--- src/rtl/mux3_rr_sched_if.sv ---
// Bundle of the three requester streams, the registered output stream and
// the mux select/status lines of the three-input burst scheduler.
// "master" is the scheduler's view and "slave" is the environment's view.
interface mux3_rr_sched_if #(
   parameter int DW = 8
);
   logic          in0_valid;
   logic          in1_valid;
   logic          in2_valid;
   logic [DW-1:0] in0_data;
   logic [DW-1:0] in1_data;
   logic [DW-1:0] in2_data;
   logic          in0_last;
   logic          in1_last;
   logic          in2_last;
   logic          in0_ready;
   logic          in1_ready;
   logic          in2_ready;
   logic          out_valid;
   logic [DW-1:0] out_data;
   logic          out_last;
   logic          out_ready;
   logic          sel1;
   logic          sel2;
   logic          busy;

   modport master (
      input  in0_valid, in1_valid, in2_valid,
      input  in0_data, in1_data, in2_data,
      input  in0_last, in1_last, in2_last,
      input  out_ready,
      output in0_ready, in1_ready, in2_ready,
      output out_valid, out_data, out_last,
      output sel1, sel2, busy
   );

   modport slave (
      output in0_valid, in1_valid, in2_valid,
      output in0_data, in1_data, in2_data,
      output in0_last, in1_last, in2_last,
      output out_ready,
      input  in0_ready, in1_ready, in2_ready,
      input  out_valid, out_data, out_last,
      input  sel1, sel2, busy
   );
endinterface

--- src/rtl/mux3_rr_sched.sv ---
// Burst scheduler for a shared 3-input mux: round-robin arbitration in IDLE,
// grant held for a whole burst (closed by last or after MAX_BURST beats),
// select code (sel1,sel2) for the downstream mux, one registered output stage.
// Optional build macro MUX3_SCHED_FIXED_PRIO_EN: fixed priority in0 > in1 > in2
// instead of round-robin (the round-robin pointer is then never advanced).
module mux3_rr_sched #(
   parameter int DW        = 8,
   parameter int MAX_BURST = 4
) (
   input  logic              clk,
   input  logic              rst_n,
   mux3_rr_sched_if.master   bus
);

   typedef enum logic {IDLE, GRANT} state_t;

   localparam logic [7:0] LAST_CNT = 8'(MAX_BURST - 1);

   state_t          state;
   logic [1:0]      grant;
   logic [1:0]      rr_ptr;
   logic [7:0]      beat_cnt;
   logic            sel_hi;
   logic            sel_lo;

   logic            stage_valid_p0;
   logic [DW-1:0]   stage_data_p0;
   logic            stage_last_p0;

   logic [2:0]      req;
   logic [2:0]      pick;
   logic            g_valid;
   logic [DW-1:0]   g_data;
   logic            g_last;
   logic            take;
   logic            accept;
   logic            cnt_full;
   logic            close;

   // First set request found scanning upward from ptr, modulo 3.
   // Returns {found, index}; the k=0 candidate is written last so it wins.
   function automatic logic [2:0] rr_pick(input logic [2:0] req_v, input logic [1:0] ptr);
      logic [2:0] res;
      logic [2:0] sum;
      logic [1:0] idx;
      res = 3'b000;
      for (int k = 2; k >= 0; k--) begin
         sum = {1'b0, ptr} + 3'(k);
         idx = (sum >= 3'd3) ? 2'(sum - 3'd3) : 2'(sum);
         if (req_v[idx]) res = {1'b1, idx};
      end
      return res;
   endfunction

   // Next round-robin start: one past the requester that just finished.
   function automatic logic [1:0] next_ptr(input logic [1:0] g);
      return (g == 2'd2) ? 2'd0 : g + 2'd1;
   endfunction

   assign req  = {bus.in2_valid, bus.in1_valid, bus.in0_valid};
   // In fixed-priority builds rr_ptr never leaves 0, so the scan is in0 > in1 > in2.
   assign pick = rr_pick(req, rr_ptr);

   // Route the granted requester's stream onto the shared beat path.
   always_comb begin
      g_valid = 1'b0;
      g_data  = '0;
      g_last  = 1'b0;
      unique case (grant)
         2'd0: begin
            g_valid = bus.in0_valid;
            g_data  = bus.in0_data;
            g_last  = bus.in0_last;
         end
         2'd1: begin
            g_valid = bus.in1_valid;
            g_data  = bus.in1_data;
            g_last  = bus.in1_last;
         end
         default: begin
            g_valid = bus.in2_valid;
            g_data  = bus.in2_data;
            g_last  = bus.in2_last;
         end
      endcase
   end

   assign take     = (state == GRANT) && (!stage_valid_p0 || bus.out_ready);
   assign accept   = take && g_valid;
   assign cnt_full = (beat_cnt == LAST_CNT);
   assign close    = accept && (g_last || cnt_full);

   assign bus.in0_ready = take && (grant == 2'd0);
   assign bus.in1_ready = take && (grant == 2'd1);
   assign bus.in2_ready = take && (grant == 2'd2);

   assign bus.out_valid = stage_valid_p0;
   assign bus.out_data  = stage_data_p0;
   assign bus.out_last  = stage_last_p0;
   assign bus.sel1      = sel_hi;
   assign bus.sel2      = sel_lo;
   assign bus.busy      = (state == GRANT);

   // Arbitration / burst-hold FSM; select code is only updated on IDLE->GRANT.
   always_ff @(posedge clk or negedge rst_n) begin
      if (!rst_n) begin
         state    <= IDLE;
         grant    <= 2'd0;
         rr_ptr   <= 2'd0;
         beat_cnt <= 8'd0;
         sel_hi   <= 1'b0;
         sel_lo   <= 1'b0;
      end else begin
         unique case (state)
            IDLE: begin
               if (pick[2]) begin
                  state  <= GRANT;
                  grant  <= pick[1:0];
                  sel_hi <= (pick[1:0] != 2'd2);
                  sel_lo <= (pick[1:0] == 2'd0);
               end
            end
            GRANT: begin
               if (close) begin
                  state    <= IDLE;
                  beat_cnt <= 8'd0;
`ifndef MUX3_SCHED_FIXED_PRIO_EN
                  rr_ptr   <= next_ptr(grant);
`endif
               end else if (accept) begin
                  beat_cnt <= beat_cnt + 8'd1;
               end
            end
         endcase
      end
   end

   // Output stage p0: load on accept (forced last on the MAX_BURST beat), drain on out_ready.
   always_ff @(posedge clk or negedge rst_n) begin
      if (!rst_n) begin
         stage_valid_p0 <= 1'b0;
         stage_data_p0  <= '0;
         stage_last_p0  <= 1'b0;
      end else if (accept) begin
         stage_valid_p0 <= 1'b1;
         stage_data_p0  <= g_data;
         stage_last_p0  <= g_last || cnt_full;
      end else if (bus.out_ready) begin
         stage_valid_p0 <= 1'b0;
      end
   end

endmodule

--- src/flat_wrapper.sv ---
// flat-port wrapper written by rule: the top's interface ports become plain ports
module mux3_rr_sched_flat 
#(
   parameter int DW        = 8,
   parameter int MAX_BURST = 4
)
  (clk, rst_n, bus_in0_valid, bus_in1_valid, bus_in2_valid, bus_in0_data, bus_in1_data, bus_in2_data, bus_in0_last, bus_in1_last, bus_in2_last, bus_out_ready, bus_in0_ready, bus_in1_ready, bus_in2_ready, bus_out_valid, bus_out_data, bus_out_last, bus_sel1, bus_sel2, bus_busy);
  mux3_rr_sched_if #(.DW(DW)) bus_i ();
  input  logic clk;
  input  logic rst_n;
  input wire logic [$bits(bus_i.in0_valid)-1:0] bus_in0_valid;
  input wire logic [$bits(bus_i.in1_valid)-1:0] bus_in1_valid;
  input wire logic [$bits(bus_i.in2_valid)-1:0] bus_in2_valid;
  input wire logic [$bits(bus_i.in0_data)-1:0] bus_in0_data;
  input wire logic [$bits(bus_i.in1_data)-1:0] bus_in1_data;
  input wire logic [$bits(bus_i.in2_data)-1:0] bus_in2_data;
  input wire logic [$bits(bus_i.in0_last)-1:0] bus_in0_last;
  input wire logic [$bits(bus_i.in1_last)-1:0] bus_in1_last;
  input wire logic [$bits(bus_i.in2_last)-1:0] bus_in2_last;
  input wire logic [$bits(bus_i.out_ready)-1:0] bus_out_ready;
  output wire logic [$bits(bus_i.in0_ready)-1:0] bus_in0_ready;
  output wire logic [$bits(bus_i.in1_ready)-1:0] bus_in1_ready;
  output wire logic [$bits(bus_i.in2_ready)-1:0] bus_in2_ready;
  output wire logic [$bits(bus_i.out_valid)-1:0] bus_out_valid;
  output wire logic [$bits(bus_i.out_data)-1:0] bus_out_data;
  output wire logic [$bits(bus_i.out_last)-1:0] bus_out_last;
  output wire logic [$bits(bus_i.sel1)-1:0] bus_sel1;
  output wire logic [$bits(bus_i.sel2)-1:0] bus_sel2;
  output wire logic [$bits(bus_i.busy)-1:0] bus_busy;
  assign bus_i.in0_valid = bus_in0_valid;
  assign bus_i.in1_valid = bus_in1_valid;
  assign bus_i.in2_valid = bus_in2_valid;
  assign bus_i.in0_data = bus_in0_data;
  assign bus_i.in1_data = bus_in1_data;
  assign bus_i.in2_data = bus_in2_data;
  assign bus_i.in0_last = bus_in0_last;
  assign bus_i.in1_last = bus_in1_last;
  assign bus_i.in2_last = bus_in2_last;
  assign bus_i.out_ready = bus_out_ready;
  assign bus_in0_ready = bus_i.in0_ready;
  assign bus_in1_ready = bus_i.in1_ready;
  assign bus_in2_ready = bus_i.in2_ready;
  assign bus_out_valid = bus_i.out_valid;
  assign bus_out_data = bus_i.out_data;
  assign bus_out_last = bus_i.out_last;
  assign bus_sel1 = bus_i.sel1;
  assign bus_sel2 = bus_i.sel2;
  assign bus_busy = bus_i.busy;
  mux3_rr_sched #(.DW(DW), .MAX_BURST(MAX_BURST)) u_core (.clk(clk), .rst_n(rst_n), .bus(bus_i));
endmodule
--- config.mk ---
export PLATFORM = sky130hd
export DESIGN_NAME = mux3_rr_sched_flat
export DESIGN_NICKNAME = d
export VERILOG_FILES = /design/src/rtl/mux3_rr_sched_if.sv /design/src/rtl/mux3_rr_sched.sv /design/src/flat_wrapper.sv
export SDC_FILE = /design/constraint.sdc
export NUM_CORES = 1
export LEC_CHECK = 0
export CAP_MARGIN = 20
export CORE_UTILIZATION = 29
export CTS_CLUSTER_SIZE = 25
export DETAILED_ROUTE_END_ITERATION = 8
export PLACE_DENSITY = 0.62
export SLEW_MARGIN = 10
export SYNTH_ARGS = -nofsm -noshare
export SYNTH_HDL_FRONTEND = slang
export SYNTH_SLANG_ARGS = --single-unit
--- constraint.sdc ---
create_clock -name clk -period 2.23 [get_ports clk]
set_input_delay 0.669 -clock clk [delete_from_list [all_inputs] [get_ports clk]]
set_output_delay 0.669 -clock clk [all_outputs]
set_load 0.005 [all_outputs]
; Word level (Yosys, flattened, before mapping)
; Cells that the tools add are included.
; Widths: inputs -> output; s select.
[totals]
word_cells = 66
output_inout_bits = 16
in_bits = 33
regBits = 25
[classes]
muxes = 23
addsub = 7
n_bitwise = 1
order_cmp = 6
eq_ne = 4
n_reduce_logical = 16
[ops]
columns = cell, count
row1 = $mux 8, 2
row2 = $pmux 8 s2, 1
row3 = $lt 2x3->1 const B, 3
row4 = $mux 3, 3
row5 = $add 8x1->8 const B, 1
row6 = $eq 8x2->1 const B, 1
row7 = $mux 2, 4
row8 = $mux 1, 7
row9 = $bmux 1 s2, 3
row10 = $ge 3x2->1 const B, 2
row11 = $logic_and 1x1->1, 6
row12 = $pmux 1 s2, 3
row13 = $reduce_and 2->1, 3
row14 = $sub 2x2->2 const B, 3
row15 = $logic_not 2->1, 2
row16 = $reduce_bool 2->1, 2
row17 = $add 2x1->3 const B, 1
row18 = $add 2x2->3 const B, 1
row19 = $add 2x1->2 const B, 1
row20 = $eq 2x1->1 const B, 1
row21 = $eq 2x2->1 const B, 1
row22 = $ge 2x2->1 const B, 1
row23 = $logic_or 1x1->1, 2
row24 = $ne 2x2->1 const B, 1
row25 = 2 further kinds, 2

; Depth between registers and ports, before layout
[depth]
word_depth = 10
ltp_mapped = 7
ltp_nobuf = 6

; Worst setup path after synthesis
; No wires, ideal clock.
[synth_timing]
kind = input port to output port
from = in bus_out_ready
to = out bus_in1_ready
required_time_ps = 1561
path_stages = 3
arrival_time_ps = 1128
setup_slack_ps = 433
cell_sequence = nand2b_1 -> nand2_1 -> nor3b_1
[synth_between]
elab_chain_cells = 3
[synth_rtl]
columns = element, line
row1 = start: declaration, flat_wrapper.sv:20  ; input wire logic [$bits(bus_i.out_ready)-1:0] bus_out_ready;
row2 = $logic_or 1x1->1, mux3_rr_sched.sv:88  ; assign take = (state == GRANT) && (!stage_valid_p0 || bus.out_ready);
row3 = $logic_and 1x1->1, mux3_rr_sched.sv:88
row4 = $logic_and 1x1->1, mux3_rr_sched.sv:94  ; assign bus.in1_ready = take && (grant == 2'd1);
row5 = end: declaration, flat_wrapper.sv:22  ; output wire logic [$bits(bus_i.in1_ready)-1:0] bus_in1_ready;
; Every way passes these cells.

; Worst setup path in the final report
[layout_timing]
from = reg u_core.state, in the netlist u_core.bus.busy
to = out bus_busy
[layout_rtl]
columns = element, line
row1 = start: declaration, mux3_rr_sched.sv:19  ; state_t state;
row2 = start signal: assignment, mux3_rr_sched.sv:107  ; state <= IDLE;
row3 = start signal: assignment, mux3_rr_sched.sv:117  ; state <= GRANT;
row4 = start signal: assignment, mux3_rr_sched.sv:125  ; state <= IDLE;
row5 = end: declaration, flat_wrapper.sv:29  ; output wire logic [$bits(bus_i.busy)-1:0] bus_busy;
; No word-level cell between the ends.

==> reports/results.tsv <==
metric	value	unit
CP Data Required Time	1.56	ns
largest net degree at the start of global routing	26	
startpoint of the worst hold path	u_core.bus.out_data[6]	
CP Launch Point	u_core.bus.busy	
Critical Path, Cell by Cell	buf_4 > clkdlybuf4s50_1	
DP HPWL	2830	um
final slew viol count	0	
Starting Density	30.5	%
RSZ-0062 raised after global routing	no	
Leak	0.996	nW
dpl cell area	0.00224	mm^2
Hold EP	u_core.bus.out_data[6]	
Final Util	44.3	%
die area	0.00578	mm^2
Die Width	76.0	um
Avg Cell Area, Syn	9.29	um^2
worst path bufs/invs	2	
fin crit share	93.1	%
Final min period	2.08	ns
Die Span Y	76.0	um
Startpoint Class	register	
crit-path max cell delay	0.53	ns
clock tree sinks	25	
P per Cell Area	1150	mW/mm^2
Min Hold Slack	0.485	ns
gr usage total	13.5	%
clk_skew	0.00927	ns
core area	0.00520	mm^2
Synth Register Bits	25	
initial DRC count	32	
syn nets	209	
Total Wirelength	3660	um
vias in the first global route	1381	
vias post-DR	1449	
I/O Buffers	48	
Worst Tran Pin Value	0.348	ns
setup ws final	0.155	ns
root buf cell	clkbuf_8	
post-synthesis sequential area ratio	39.4	%
hold path depth	2	
setup TNS	0	ns
max-cap viol count	0	
initial antenna violation count	0	
area occupied by multi-input gates	897	um^2
routed vias/inst	4.78	
register area	626	um^2
launch point of the worst reg-to-reg path	u_core.rr_ptr[0]	
Top Family by Delay on Critical Path	buffers and inverters	
row cnt	26	
RR Endpoint	u_core.grant[1]	
number of primary I/O pins	49	
number of synthesis warnings	0	
final hold vios	0	
post-DR wirelength/cell	12.1	um
hold_buf cts	0	
hold crit path type	register to register	
layout cell share with drive strength beyond 1	17.6	%
crit path DAT	1.41	ns
fillcell total	529	
clk slew on worst S/H paths	0.08	ns
Syn Std Cell Area	0.00159	mm^2
cts bufs inserted	3	
Final ANT Viol Nets	0	
CTS tree	yes	
first-pass detailed-route iteration total	4	
Max VDD drop	0.672	mV
post-route cell area	0.00230	mm^2
Crit. End Element	output port	
Gate Count Post-Synth	171	
nets@finish	272	
outcome	finished clean	
DRC viols	0	
global-route wire length before repair	6440	um
Clock Latency Late Sink	0.27	ns
slew margin rel.	76.8	%
grt ovf	0	
GPL Wtd Cong	0.768	
Area Growth Syn to Fin	45.0	%
setup violators final	0	
CTS H-Tree Depth	1	
kind of critical path	register to output port	
EDFF count, synth	0	
Clock Path Buffers	2	
diode count	0	
Fmax	482	MHz
worst-path fanout max	9	
Distinct cells, synth	42	
pre-CTS WS	-0.517	ns
FF-to-FF path depth	6	
ys flop type	dfrtp_1	
async set-reset flop share out of synthesis	100	%
R2R setup slack	0.35	ns
CP max stage cell	clkdlybuf4s50_1	
[flip-flops by register name, summed over array words and instances (netlist names)]
register and flops:
u_core.beat_cnt 8, u_core.bus.out_data 8, u_core.grant 2, u_core.rr_ptr 2
u_core.bus.busy 1, u_core.bus.out_last 1, u_core.bus.out_valid 1, u_core.bus.sel1 1
u_core.bus.sel2 1
[synth_stat cells, drive strengths merged (2+ instances only)]
master,count,area (um^2)
a31oi,6,37.5
ha,5,62.6
clkbuf,4,15.0
a21boi,2,15.0
nand2b,8,50.1
a21oi,10,61.3
nor2b,2,12.5
mux2i,11,123
nand4,2,12.5
nor3,3,15.0
mux2,4,56.3
nor2,11,41.3
inv,13,48.8
and3,2,12.5
nand2,18,67.6
o22ai,7,43.8
o21ai,11,55.1
buf,4,32.5
nand3,5,25.0
o221ai,2,17.5
dfrtp,25,626
[power by group]
| group | switching [mW] | total (mW) | internal, mW | leakage (nW) |
|---|---|---|---|---|
| Combinational | 0.752 | 1.60 | 0.846 | 0.655 |
| Sequential | 0.145 | 0.775 | 0.630 | 0.316 |
| Clock | 0.145 | 0.270 | 0.125 | 0.0255 |
[routing by layer]
layer	wire [um]	global-route usage (%)	vias to the layer above
li1	-	-	737
met1	1770	18.2	676
met2	1690	22.3	34
met3	189	3.59	2
met4	7	1.73	0
met5	0	0	-
[cells by family (layout without fill, tap and decap cells)]
kind of cell    after synthesis  count (layout)  synth area share [%]
compound gates               50              50                  21.3
fa+ha+maj                     5               5                  3.94
buf+inv                      21              83                  6.06
flops                        25              25                  39.4
mux                          15              15                  11.3
simple gates                 55              55                  18.1
[metrics by stage]
stage	total power, mW	cells
floorplan	1.73	171
global placement	2.35	298
detailed placement	2.37	298
CTS	2.67	303
global route	2.89	303
finish	2.64	303
[cells in the final DEF, fill, tap and decap left out, types with 2 or more instances in the layout]
cell type,count
clkdlybuf4s50_1,44
dfrtp_1,25
buf_4,18
nand2_1,17
inv_1,13
o21ai_0,11
nor2_1,11
mux2i_1,10
a21oi_1,9
nand2b_1,7
o22ai_1,7
a31oi_1,6
nand3_1,5
ha_1,5
mux2_4,3
clkbuf_8,3
buf_2,3
nor3_2,2
nor2b_1,2
and3_1,2
o221ai_1,2
nand4_1,2
[tightest hold or removal path: cells and delay by family, from the launching register on]
| family | cells | cell delay, ns |
|---|---|---|
| AO/OA/AOI/OAI | 1 | 0.06 |
| flip-flops | 1 | 0.35 |
| AND/OR/NAND/NOR | 1 | 0.05 |
[timing repair]
action,4_1_cts,5_1_grt
setup endpoints to repair,3,0
setup buffers,1,0
hold endpoints to repair,0,0
resized for setup,19,0
[area by class of cell]
class / count / area share, %
Multi-Input combinational cell: 125 / 38.9
Sequential cell: 25 / 27.1
Timing Repair Buffer: 66 / 26.0
Tap cell: 70 / 3.80
Inverter: 13 / 2.12
Clock buffer: 3 / 1.79
Clock inverter: 1 / 0.217
[worst max path at each step]
stage	end	slack, ns	cells after the start
floorplan	bus_in1_ready	0.43	3
global placement	bus_in1_ready	-0.47	5
detailed placement	bus_in1_ready	-0.52	5
CTS	bus_busy	0.14	2
global route	bus_busy	0.09	2
finish	bus_busy	0.15	2
(Power assumes the default switching activity.)
